File: src/rtl/vec_cfg_pkg.sv
// Shared vector-config definitions: geometry, legal SEW/LMUL checks and the
// strip sequencer state encoding.
package vec_cfg_pkg;

    localparam int VLEN  = 128;
    localparam int AVL_W = 9;

    typedef enum logic [1:0] {
        ST_IDLE = 2'd0,
        ST_RUN  = 2'd1,
        ST_DONE = 2'd2,
        ST_ERR  = 2'd3
    } state_t;

    function automatic logic sew_legal(input logic [7:0] sew);
        logic ok;
        case (sew)
            8'd8, 8'd16, 8'd32, 8'd64, 8'd128: ok = 1'b1;
            default:                           ok = 1'b0;
        endcase
        return ok;
    endfunction

    function automatic logic lmul_legal(input logic [4:0] lmul);
        logic ok;
        case (lmul)
            5'd1, 5'd2, 5'd4, 5'd8, 5'd16: ok = 1'b1;
            default:                       ok = 1'b0;
        endcase
        return ok;
    endfunction

    // Illegal widths map to 3 so the shifter stays bounded; legality masks the result.
    function automatic logic [2:0] sew_log2(input logic [7:0] sew);
        logic [2:0] lg;
        case (sew)
            8'd8:    lg = 3'd3;
            8'd16:   lg = 3'd4;
            8'd32:   lg = 3'd5;
            8'd64:   lg = 3'd6;
            8'd128:  lg = 3'd7;
            default: lg = 3'd3;
        endcase
        return lg;
    endfunction

endpackage

File: src/rtl/vl_strip_ctrl_if.sv
// Config and strip handshake bundle between vsetvl decode, the strip
// sequencer and the lane issue logic.
interface vl_strip_ctrl_if;

    logic                           cfg_valid;
    logic                           cfg_ready;
    logic [7:0]                     cfg_sew;
    logic [4:0]                     cfg_lmul;
    logic [vec_cfg_pkg::AVL_W-1:0]  cfg_avl;
    logic                           abort;
    logic                           strip_valid;
    logic                           strip_ready;
    logic [vec_cfg_pkg::AVL_W-1:0]  strip_vl;
    logic [vec_cfg_pkg::AVL_W-1:0]  strip_off;
    logic [vec_cfg_pkg::AVL_W-1:0]  strip_idx;
    logic                           strip_last;
    logic                           done;
    logic                           cfg_err;

    modport master (
        output cfg_valid, cfg_sew, cfg_lmul, cfg_avl, abort, strip_ready,
        input  cfg_ready, strip_valid, strip_vl, strip_off, strip_idx,
               strip_last, done, cfg_err
    );

    modport slave (
        input  cfg_valid, cfg_sew, cfg_lmul, cfg_avl, abort, strip_ready,
        output cfg_ready, strip_valid, strip_vl, strip_off, strip_idx,
               strip_last, done, cfg_err
    );

endinterface

File: src/rtl/vlmax_calc.sv
// Combinational VLMAX = (VLEN/SEW)*LMUL with a legality flag; VLMAX reads 0
// for illegal SEW/LMUL.
module vlmax_calc
    import vec_cfg_pkg::*;
(
    input  logic [7:0]       i_sew,
    input  logic [4:0]       i_lmul,
    output logic [AVL_W-1:0] o_vlmax,
    output logic             o_legal
);

    logic [2:0]       w_lg;
    logic [AVL_W-1:0] w_elems;
    logic [AVL_W-1:0] w_prod;

    // Largest legal product is 16 elements * LMUL 16 = 256, inside AVL_W bits.
    always_comb begin
        w_lg    = sew_log2(i_sew);
        w_elems = AVL_W'(VLEN >> w_lg);
        w_prod  = w_elems * AVL_W'(i_lmul);
        o_legal = sew_legal(i_sew) & lmul_legal(i_lmul);
        if (o_legal) begin
            o_vlmax = w_prod;
        end else begin
            o_vlmax = {AVL_W{1'b0}};
        end
    end

endmodule

File: src/rtl/vl_strip_ctrl.sv
// Strip-mining sequencer: splits one vector op of AVL elements into strips of
// at most VLMAX elements and hands them to the lanes over valid/ready.
module vl_strip_ctrl
    import vec_cfg_pkg::*;
(
    input  logic              clk,
    input  logic              rst,
    vl_strip_ctrl_if.slave    bus
);

    state_t           r_state;
    logic [AVL_W-1:0] r_rem;
    logic [AVL_W-1:0] r_off;
    logic [AVL_W-1:0] r_idx;
    logic [AVL_W-1:0] r_vlmax;
    logic [AVL_W-1:0] r_strip_vl;
    logic             r_strip_last;
    logic             r_strip_valid;
    logic             r_done;
    logic             r_cfg_err;
    logic             r_cfg_ready;

    logic [AVL_W-1:0] w_vlmax;
    logic             w_legal;
    logic             w_accept;
    logic             w_hs;
    logic [AVL_W-1:0] w_rem_nxt;
    logic [AVL_W-1:0] w_next_vl;
    logic             w_next_last;
    logic [AVL_W-1:0] w_first_vl;
    logic             w_first_last;

    vlmax_calc u_vlmax (
        .i_sew   (bus.cfg_sew),
        .i_lmul  (bus.cfg_lmul),
        .o_vlmax (w_vlmax),
        .o_legal (w_legal)
    );

    // Strip geometry for the first strip (from cfg) and the one after a handshake.
    always_comb begin
        w_accept  = bus.cfg_valid & r_cfg_ready;
        w_hs      = r_strip_valid & bus.strip_ready;
        w_rem_nxt = r_rem - r_strip_vl;
        if (w_rem_nxt < r_vlmax) begin
            w_next_vl = w_rem_nxt;
        end else begin
            w_next_vl = r_vlmax;
        end
        w_next_last = (w_rem_nxt <= r_vlmax);
        if (bus.cfg_avl < w_vlmax) begin
            w_first_vl = bus.cfg_avl;
        end else begin
            w_first_vl = w_vlmax;
        end
        w_first_last = (bus.cfg_avl <= w_vlmax);
    end

    // Sequencer FSM; strip outputs are precomputed so they are plain flops.
    always_ff @(posedge clk) begin
        if (rst) begin
            r_state       <= ST_IDLE;
            r_rem         <= {AVL_W{1'b0}};
            r_off         <= {AVL_W{1'b0}};
            r_idx         <= {AVL_W{1'b0}};
            r_vlmax       <= {AVL_W{1'b0}};
            r_strip_vl    <= {AVL_W{1'b0}};
            r_strip_last  <= 1'b0;
            r_strip_valid <= 1'b0;
            r_done        <= 1'b0;
            r_cfg_err     <= 1'b0;
            r_cfg_ready   <= 1'b1;
        end else begin
            r_done    <= 1'b0;
            r_cfg_err <= 1'b0;
            case (r_state)
                ST_IDLE: begin
                    if (w_accept) begin
                        r_vlmax     <= w_vlmax;
                        r_rem       <= bus.cfg_avl;
                        r_off       <= {AVL_W{1'b0}};
                        r_idx       <= {AVL_W{1'b0}};
                        r_cfg_ready <= 1'b0;
                        if (!w_legal) begin
                            r_state   <= ST_ERR;
                            r_cfg_err <= 1'b1;
                        end else if (bus.cfg_avl == {AVL_W{1'b0}}) begin
                            r_state <= ST_DONE;
                            r_done  <= 1'b1;
                        end else begin
                            r_state       <= ST_RUN;
                            r_strip_valid <= 1'b1;
                            r_strip_vl    <= w_first_vl;
                            r_strip_last  <= w_first_last;
                        end
                    end else begin
                        r_cfg_ready <= 1'b1;
                    end
                end
                ST_RUN: begin
                    if (w_hs) begin
                        r_rem        <= w_rem_nxt;
                        r_off        <= r_off + r_strip_vl;
                        r_idx        <= r_idx + {{(AVL_W-1){1'b0}}, 1'b1};
                        r_strip_vl   <= w_next_vl;
                        r_strip_last <= w_next_last;
                    end
                    // Abort wins over completion: an accepted final strip still gets no done.
                    if (bus.abort) begin
                        r_state       <= ST_IDLE;
                        r_strip_valid <= 1'b0;
                        r_cfg_ready   <= 1'b1;
                    end else if (w_hs && r_strip_last) begin
                        r_state       <= ST_DONE;
                        r_strip_valid <= 1'b0;
                        r_done        <= 1'b1;
                    end else begin
                        r_state <= ST_RUN;
                    end
                end
                ST_DONE: begin
                    r_state     <= ST_IDLE;
                    r_cfg_ready <= 1'b1;
                end
                ST_ERR: begin
                    r_state     <= ST_IDLE;
                    r_cfg_ready <= 1'b1;
                end
                default: begin
                    r_state       <= ST_IDLE;
                    r_strip_valid <= 1'b0;
                    r_cfg_ready   <= 1'b1;
                end
            endcase
        end
    end

    assign bus.cfg_ready   = r_cfg_ready;
    assign bus.strip_valid = r_strip_valid;
    assign bus.strip_vl    = r_strip_vl;
    assign bus.strip_off   = r_off;
    assign bus.strip_idx   = r_idx;
    assign bus.strip_last  = r_strip_last;
    assign bus.done        = r_done;
    assign bus.cfg_err     = r_cfg_err;

endmodule

File: src/flat_wrapper.sv
// flat-port wrapper written by rule: the top's interface ports become plain ports
module vl_strip_ctrl_flat import vec_cfg_pkg::*;
  (clk, rst, bus_cfg_valid, bus_cfg_sew, bus_cfg_lmul, bus_cfg_avl, bus_abort, bus_strip_ready, bus_cfg_ready, bus_strip_valid, bus_strip_vl, bus_strip_off, bus_strip_idx, bus_strip_last, bus_done, bus_cfg_err);
  vl_strip_ctrl_if bus_i ();
  input  logic clk;
  input  logic rst;
  input wire logic [$bits(bus_i.cfg_valid)-1:0] bus_cfg_valid;
  input wire logic [$bits(bus_i.cfg_sew)-1:0] bus_cfg_sew;
  input wire logic [$bits(bus_i.cfg_lmul)-1:0] bus_cfg_lmul;
  input wire logic [$bits(bus_i.cfg_avl)-1:0] bus_cfg_avl;
  input wire logic [$bits(bus_i.abort)-1:0] bus_abort;
  input wire logic [$bits(bus_i.strip_ready)-1:0] bus_strip_ready;
  output wire logic [$bits(bus_i.cfg_ready)-1:0] bus_cfg_ready;
  output wire logic [$bits(bus_i.strip_valid)-1:0] bus_strip_valid;
  output wire logic [$bits(bus_i.strip_vl)-1:0] bus_strip_vl;
  output wire logic [$bits(bus_i.strip_off)-1:0] bus_strip_off;
  output wire logic [$bits(bus_i.strip_idx)-1:0] bus_strip_idx;
  output wire logic [$bits(bus_i.strip_last)-1:0] bus_strip_last;
  output wire logic [$bits(bus_i.done)-1:0] bus_done;
  output wire logic [$bits(bus_i.cfg_err)-1:0] bus_cfg_err;
  assign bus_i.cfg_valid = bus_cfg_valid;
  assign bus_i.cfg_sew = bus_cfg_sew;
  assign bus_i.cfg_lmul = bus_cfg_lmul;
  assign bus_i.cfg_avl = bus_cfg_avl;
  assign bus_i.abort = bus_abort;
  assign bus_i.strip_ready = bus_strip_ready;
  assign bus_cfg_ready = bus_i.cfg_ready;
  assign bus_strip_valid = bus_i.strip_valid;
  assign bus_strip_vl = bus_i.strip_vl;
  assign bus_strip_off = bus_i.strip_off;
  assign bus_strip_idx = bus_i.strip_idx;
  assign bus_strip_last = bus_i.strip_last;
  assign bus_done = bus_i.done;
  assign bus_cfg_err = bus_i.cfg_err;
  vl_strip_ctrl u_core (.clk(clk), .rst(rst), .bus(bus_i));
endmodule
File: config.mk
export PLATFORM = sky130hd
export DESIGN_NAME = vl_strip_ctrl_flat
export DESIGN_NICKNAME = d
export VERILOG_FILES = /design/src/rtl/vec_cfg_pkg.sv /design/src/rtl/vl_strip_ctrl_if.sv /design/src/rtl/vlmax_calc.sv /design/src/rtl/vl_strip_ctrl.sv /design/src/flat_wrapper.sv
export SDC_FILE = /design/constraint.sdc
export NUM_CORES = 1
export LEC_CHECK = 0
export BUFFER_PORTS_ARGS = -buffer_cell sky130_fd_sc_hd__buf_4
export CAP_MARGIN = 20
export CORE_MARGIN = 2
export CORE_UTILIZATION = 33
export CTS_CLUSTER_SIZE = 16
export DETAILED_ROUTE_END_ITERATION = 7
export GPL_TIMING_DRIVEN = 0
export PLACE_DENSITY = 0.6
export SLEW_MARGIN = 10
export SYNTH_ARGS = -nofsm -noshare
export SYNTH_HDL_FRONTEND = slang
export SYNTH_HIERARCHICAL = 1
export SYNTH_SLANG_ARGS = --single-unit
File: constraint.sdc
create_clock -name clk -period 15.7 [get_ports clk]
set_input_delay 0 -clock clk [delete_from_list [all_inputs] [get_ports clk]]
set_output_delay 0 -clock clk [all_outputs]
set_load 0.01 [all_outputs]
==> results of run 1 <==
## metal layers
| metal | GRT usage | wire, microns |
|---|---|---|
| met2 | 0.326 | 6390 |
| met4 | 0.0402 | 112 |
| met5 | 0 | 0 |
| met3 | 0.0183 | 614 |
| met1 | 0.200 | 5240 |
## registers in the layout (all words and copies together) (netlist names)
signal and flops:
u_core/bus.strip_off 9, u_core/r_state 2, u_core/bus.done 1, u_core/r_rem 9
u_core/bus.strip_idx 9, u_core/bus.cfg_ready 1, u_core/bus.strip_last 1, u_core/bus.strip_valid 1
u_core/bus.strip_vl 9, u_core/bus.cfg_err 1, u_core/r_vlmax 9
## through the flow
stage          cells   util  hold slack, ns
3_3_place_gp     811  0.381           0.276
4_1_cts          817  0.391         0.00380
5_1_grt          817  0.391          0.0223
3_5_place_dp     811  0.381           0.278
6_report         817  0.391          0.0118
2_1_floorplan    576      -           0.150
## cell families (layout without fill, tap and decap cells)
family	count (synthesis)	after routing	share of synthesized area
other	2	6	0.00163
AND/OR/NAND/NOR	206	206	0.231
flip-flops	52	52	0.226
multiplexers	13	13	0.0283
AO/OA/AOI/OAI	135	135	0.209
buffers and inverters	82	143	0.0710
XOR/XNOR	20	20	0.0381
adder cells (fa/ha/maj)	62	62	0.195
## final cells by class
class | count | area, sq um | area share
Buffer | 20 | 93.8 | 0.0174
Tap cell | 180 | 225 | 0.0418
Sequential cell | 52 | 1040 | 0.193
Timing Repair Buffer | 56 | 423 | 0.0785
Multi-Input combinational cell | 442 | 3250 | 0.603
Inverter | 62 | 233 | 0.0432
Clock buffer | 5 | 125 | 0.0232
## critical path, cell delays in order
cell and delay (ns):
buf_4 0.14, nor4_4 0.40, nand2_1 0.16, nor3b_2 0.35, nand2_1 0.14, fa_1 0.56
fa_1 0.42, fa_1 0.49, inv_1 0.04, ha_1 0.29, nor2b_1 0.17, o31ai_1 0.33
a21oi_1 0.16, xnor2_1 0.24, mux2i_1 0.35, inv_1 0.11, ha_1 0.30, nand4_1 0.15
nor3_1 0.10, a2111oi_4 0.58, buf_6 0.22, mux2i_1 0.23, a2bb2oi_1 0.18, o21ai_0 0.10
## synth_stat cells (all sizes together), types with 6 or more instances
library cell and count:
o21ai 25, nand2 45, and2 12, a222oi 7
dfxtp 52, nand2b 10, a22oi 7, a21oi 38
nor2b 10, o21a 6, clkbuf 10, nand3 12
mux2i 13, ha 46, xor2 12, buf 10
nand4 9, nor3 23, inv 62, fa 16
xnor2 8, and3 7, nor2 60
## worst max-delay path by stage
stage	from	endpoint	slack (ns)
2_1_floorplan	bus_cfg_sew[3]	u_core/bus.strip_vl[2]$_SDFFE_PP0P_	10.50
3_3_place_gp	bus_cfg_sew[3]	u_core/bus.strip_vl[2]$_SDFFE_PP0P_	9.47
3_5_place_dp	bus_cfg_sew[3]	u_core/bus.strip_vl[2]$_SDFFE_PP0P_	9.38
4_1_cts	bus_cfg_sew[3]	u_core/bus.strip_vl[2]$_SDFFE_PP0P_	9.67
5_1_grt	bus_cfg_sew[3]	u_core/bus.strip_vl[2]$_SDFFE_PP0P_	9.13
6_report	bus_cfg_sew[3]	u_core/bus.strip_vl[3]$_SDFFE_PP0P_	9.64
## power by group
| part | internal [mW] | switching (mW) |
|---|---|---|
| combinational | 0.0871 | 0.126 |
| clock | 0.0565 | 0.0469 |
| sequential | 0.139 | 0.00686 |
| total | 0.283 | 0.180 |
==> metrics.yaml, run 1 <==
status: "complete, no violations"
most-common-layout-cells: "61 x inv_1, 60 x nor2_1, 55 x buf_4"
required_ns: 15.87
reg2regPathDepth: 15
synth_largest_area_cell: "dfxtp_1"
ir_drop_v: 0.0000397
layout.nets: 728
p_leak_nw: 2.24
gr-total-overflow: 0
clock_sinks: 52
first_iter_violations: 275
final_layout_size_suffix_gt1_frac: 0.130
dieArea_sq_mm: 0.0149
cts_tree: "yes"
synth_edf_count: 0
end_kind: "flop"
timing.final.crit_share: 0.386
cp-start-kind: "primary input"
power.density_mw_per_mm2: 85.9
gp_congestion: 0.858
antenna_found_initial: 0
finish.instance_area_sq_mm: 0.00539
netlist_area_sq_mm: 0.00460
ys_dominant_reg_cell: "dfxtp_1"
hold_depth: 3
fin_setup_tns_ns: 0
hold_class: "in2reg"
dp_slack_ns: 9.38
grt_pass1_vias: 4271
cts_setup_buffers: 0
relSlewSlack: 0.317
fillers: 1427
setup_viol: 0
drtAntennaViolNets: 0
fin_skew_ns: 0.00595
async_flop_share: 0
slew_viol_final: 0
io_pins: 59
finalPower_mw: 0.463
fp-row-count: 43
ctsResizeCount: 0
worstMarginPinSlew_ns: 1.02
htreeDepth: 2
clock.fmax_ghz: 0.165
synth_area_leaders: "dfxtp_1 23%, ha_1 13%, fa_1 7.0%"
grt_max_degree: 14
drv_cap: 0
worstPathArrival_ns: 6.22
avgSynthCellArea_sq_um: 8.04
vias: 4353
clockBufferDepth: 2
core_sq_mm: 0.0138
rr_endpoint: "u_core/bus.strip_vl[5]$_SDFFE_PP0P_"
rsz0062_at_grt: "false"
insertion_delay_ns: 0.30
wl_mm: 12.4
grt_pass1_wl_mm: 20.3
ys_seq_area_frac: 0.226
place_hpwl_mm: 9.97
routed_via_density: 5.33
synth-seq-cells: 52
final_common_cell: "inv_1"
hold_start: "bus_cfg_avl[4]"
dr.pass1.iters: 5
hold_viol_final: 0
period_minus_slack_ns: 6.06
cts_made_buffers: 5
cts.clk_slew.worst_paths_ns: 0.07
path_max_fanout: 10
synthCells: 572
remaining_drc_errors: 0
ctsHoldBuffers: 1
synth_warnings: 6
start_util: 0.334
dpl-instance-area_sq_mm: 0.00525
ys_types: 64
portBuffers: 55
die_w_microns: 122
crit_type: "in2reg"
r2r_start: "u_core/bus.strip_vl[0]$_SDFFE_PP0P_"
wl_per_cell_microns: 15.1
hold_end: "u_core/r_rem[4]$_SDFFE_PP0P_"
root_buffer: "clkbuf_16"
worst_slack_ns: 9.64
reg2reg_slack_ns: 11.67
antenna_cells: 0
area_growth_pct: 17.1
synth_top_area_share: 0.226
track_usage: 0.170
die_h_microns: 122
No activity file was read; power rests on OpenSTA's default activity.
==> inputs of run 2 (changes only) <==
--- a/config.mk
+++ b/config.mk
@@ -12,7 +12,7 @@
 export CTS_CLUSTER_SIZE = 16
 export DETAILED_ROUTE_END_ITERATION = 7
 export GPL_TIMING_DRIVEN = 0
-export PLACE_DENSITY = 0.6
+export PLACE_DENSITY = 0.62
 export SLEW_MARGIN = 10
 export SYNTH_ARGS = -nofsm -noshare
 export SYNTH_HDL_FRONTEND = slang
==> constraint.sdc (replaced) <==
create_clock -name clk -period 5.57 [get_ports clk]
set_input_delay 0 -clock clk [delete_from_list [all_inputs] [get_ports clk]]
set_output_delay 0 -clock clk [all_outputs]
set_load 0.01 [all_outputs]
==> run 2 against run 1 <==
  * Cell area grew 3.3%
  * Core utilization is 1.3 points higher
  * Combinational power grew to 2.9 times the previous value
  * Critical path depth is 2 higher
  * Die area is the same
  * Flip-flop and latch count is the same
  * Global-route usage decreased by 0.19 points
  * Clock power rose to 3.2 times the previous value
  * First-iteration DRC count is 21% higher
  * Setup slack got worse by 9.4 ns
  * Routed wire length rose by 0.97%
  * Critical endpoint is now u_core/bus.strip_vl[1]$_SDFFE_PP0P_
  * Largest cell class unchanged
  * Largest power group unchanged
==> metrics.yaml, run 2 (synthesis results as in run 1) <==
path_max_fanout: 5  # -5
core_sq_mm: 0.0138  # unchanged
slew_viol_final: 0  # unchanged
gr-total-overflow: 0  # unchanged
hold_viol_final: 0  # unchanged
grt_max_degree: 15  # +1
routed_via_density: 5.34  # +0.32%
portBuffers: 55  # unchanged
fin_setup_tns_ns: 0  # unchanged
reg2regPathDepth: 15  # unchanged
grt_pass1_vias: 4305  # +0.80%
place_hpwl_mm: 9.88  # -0.93%
rr_endpoint: "u_core/bus.strip_vl[7]$_SDFFE_PP0P_"
cp_slowest_stage_delay_ns: 0.49  # -0.09 ns
dp_cells: 811  # unchanged
cp-startpoint: "bus_cfg_sew[1]"
hold_depth: 3  # unchanged
dieArea_sq_mm: 0.0149  # unchanged
fin_cells: 829  # +1.5%
clock.fmax_ghz: 0.188
most-common-layout-cells: "62 x buf_4, 60 x inv_1, 60 x nor2_1"
final_common_cell: "buf_4"
area_growth_pct: 21.0
crit_type: "in2reg"
start_util: 0.334  # unchanged
die_h_microns: 122  # unchanged
hold_class: "in2reg"
antenna_cells: 0  # unchanged
setup_viol: 0  # unchanged
fp-row-count: 43  # unchanged
final_layout_size_suffix_gt1_frac: 0.160  # +0.0299
ir_drop_v: 0.000138  # +250%
io_pins: 59  # unchanged
wl_per_cell_microns: 15.0  # -0.49%
power.density_mw_per_mm2: 244  # +180%
first_iter_violations: 332  # +21%
wl_mm: 12.5  # +0.97%
cp-start-kind: "primary input"
fillers: 1453  # +1.8%
period_minus_slack_ns: 5.32
cts_tree: "yes"
r2r_start: "u_core/bus.strip_vl[0]$_SDFFE_PP0P_"
cts_made_buffers: 5  # unchanged
layout.nets: 738  # +1.4%
p_leak_nw: 2.31  # +3.2%
reg2reg_slack_ns: 1.49  # -10.18 ns
vias: 4431  # +1.8%
fin_skew_ns: 0.00508  # -0.000873 ns
end_kind: "flop"
htreeDepth: 2  # unchanged
remaining_drc_errors: 0  # unchanged
grt_pass1_wl_mm: 20.3  # about the same
status: "complete, no violations"
finish.instance_area_sq_mm: 0.00557  # +3.3%
timing.final.crit_share: 0.955
antenna_found_initial: 0  # unchanged
gp_congestion: 0.852  # -0.73%
cts.clk_slew.worst_paths_ns: 0.07  # about the same
dpl-instance-area_sq_mm: 0.00525  # unchanged
worstPathArrival_ns: 5.49  # -0.73 ns
die_w_microns: 122  # unchanged
clock_sinks: 52  # unchanged
insertion_delay_ns: 0.29  # about the same
worstMarginPinSlew_ns: 1.02  # +0.00168 ns
relSlewSlack: 0.316  # -0.00113
drtAntennaViolNets: 0  # unchanged
required_ns: 5.74  # -10.13 ns
root_buffer: "clkbuf_16"
clockBufferDepth: 2  # unchanged
dr.pass1.iters: 5  # unchanged
drv_cap: 0  # unchanged
endpoint: "u_core/bus.strip_vl[1]$_SDFFE_PP0P_"
track_usage: 0.168  # -0.00190
slowest_stage: "fa_1"
## run 2: changes by cell type in the layout (fill, tap and decap cells not counted), sizes merged
cell,previous run,this run
buf,65,74
clkbuf,15,17
dlygate4sd3,1,2
## run 2: what timing repair did
item,CTS,global route
gates resized for setup,4,12
cloned,0,1
hold buffers,2,0
pin swaps,3,9
buffers inserted,5,3
endpoints found under the setup margin,10,9
endpoints found under the hold margin,2,0
## run 2: cell type report
cell class	count	area [sq um]	share of cell area
buffer	20	93.8	0.0169
clock buffer	7	153	0.0274
inverter	62	233	0.0418
multi-input combinational	442	3320	0.596
sequential	52	1040	0.187
tap	180	225	0.0405
timing repair buffer	66	502	0.0901
## run 2: worst max-delay path, delay by kind of cell
kind,cells,cell delay [ns]
buf+inv,7,0.78
compound gates,6,1.10
fa+ha+maj,5,1.91
mux,2,0.59
simple gates,5,0.98
xor+xnor,1,0.15
## run 2: report_power, final
part           internal [mW]  switching, mW  leakage, nW  total (mW)
Sequential             0.392         0.0191        0.421       0.411
Clock                  0.189          0.138       0.0760       0.328
Combinational          0.253          0.364         1.81       0.617
Total                  0.834          0.522         2.31        1.36
## run 2: how the worst min path moves through the flow
stage	start	to	slack, ns
2_1_floorplan	bus_cfg_avl[1]	u_core/r_rem[1]$_SDFFE_PP0P_	0.15
3_3_place_gp	bus_abort	u_core/bus.cfg_ready$_SDFFE_PP1P_	0.28
3_5_place_dp	bus_abort	u_core/bus.cfg_ready$_SDFFE_PP1P_	0.29
4_1_cts	bus_cfg_avl[7]	u_core/r_rem[7]$_SDFFE_PP0P_	0.003
5_1_grt	bus_cfg_avl[2]	u_core/r_rem[2]$_SDFFE_PP0P_	0.02
6_report	bus_cfg_avl[7]	u_core/r_rem[7]$_SDFFE_PP0P_	0.006
## run 2: per-stage QoR
stage	hold slack (ns)	util	total power, mW	setup WS [ns]
final	0.00582	0.404	1.36	0.252
after global routing	0.0232	0.404	1.44	-0.00134
after CTS	0.00267	0.398	1.35	0.120
after detailed placement	0.292	0.381	1.01	-0.704
after global placement	0.276	0.381	0.996	-0.631
after floorplan	0.150	-	0.857	0.369
## run 2: layer usage
| metal | vias to the layer above | track usage | part of all wire |
|---|---|---|---|
| li1 | 2159 | - | - |
| met1 | 2135 | 0.201 | 0.43 |
| met2 | 125 | 0.321 | 0.51 |
| met3 | 12 | 0.0159 | 0.046 |
| met4 | 0 | 0.0381 | 0.015 |
| met5 | - | 0 | 0 |
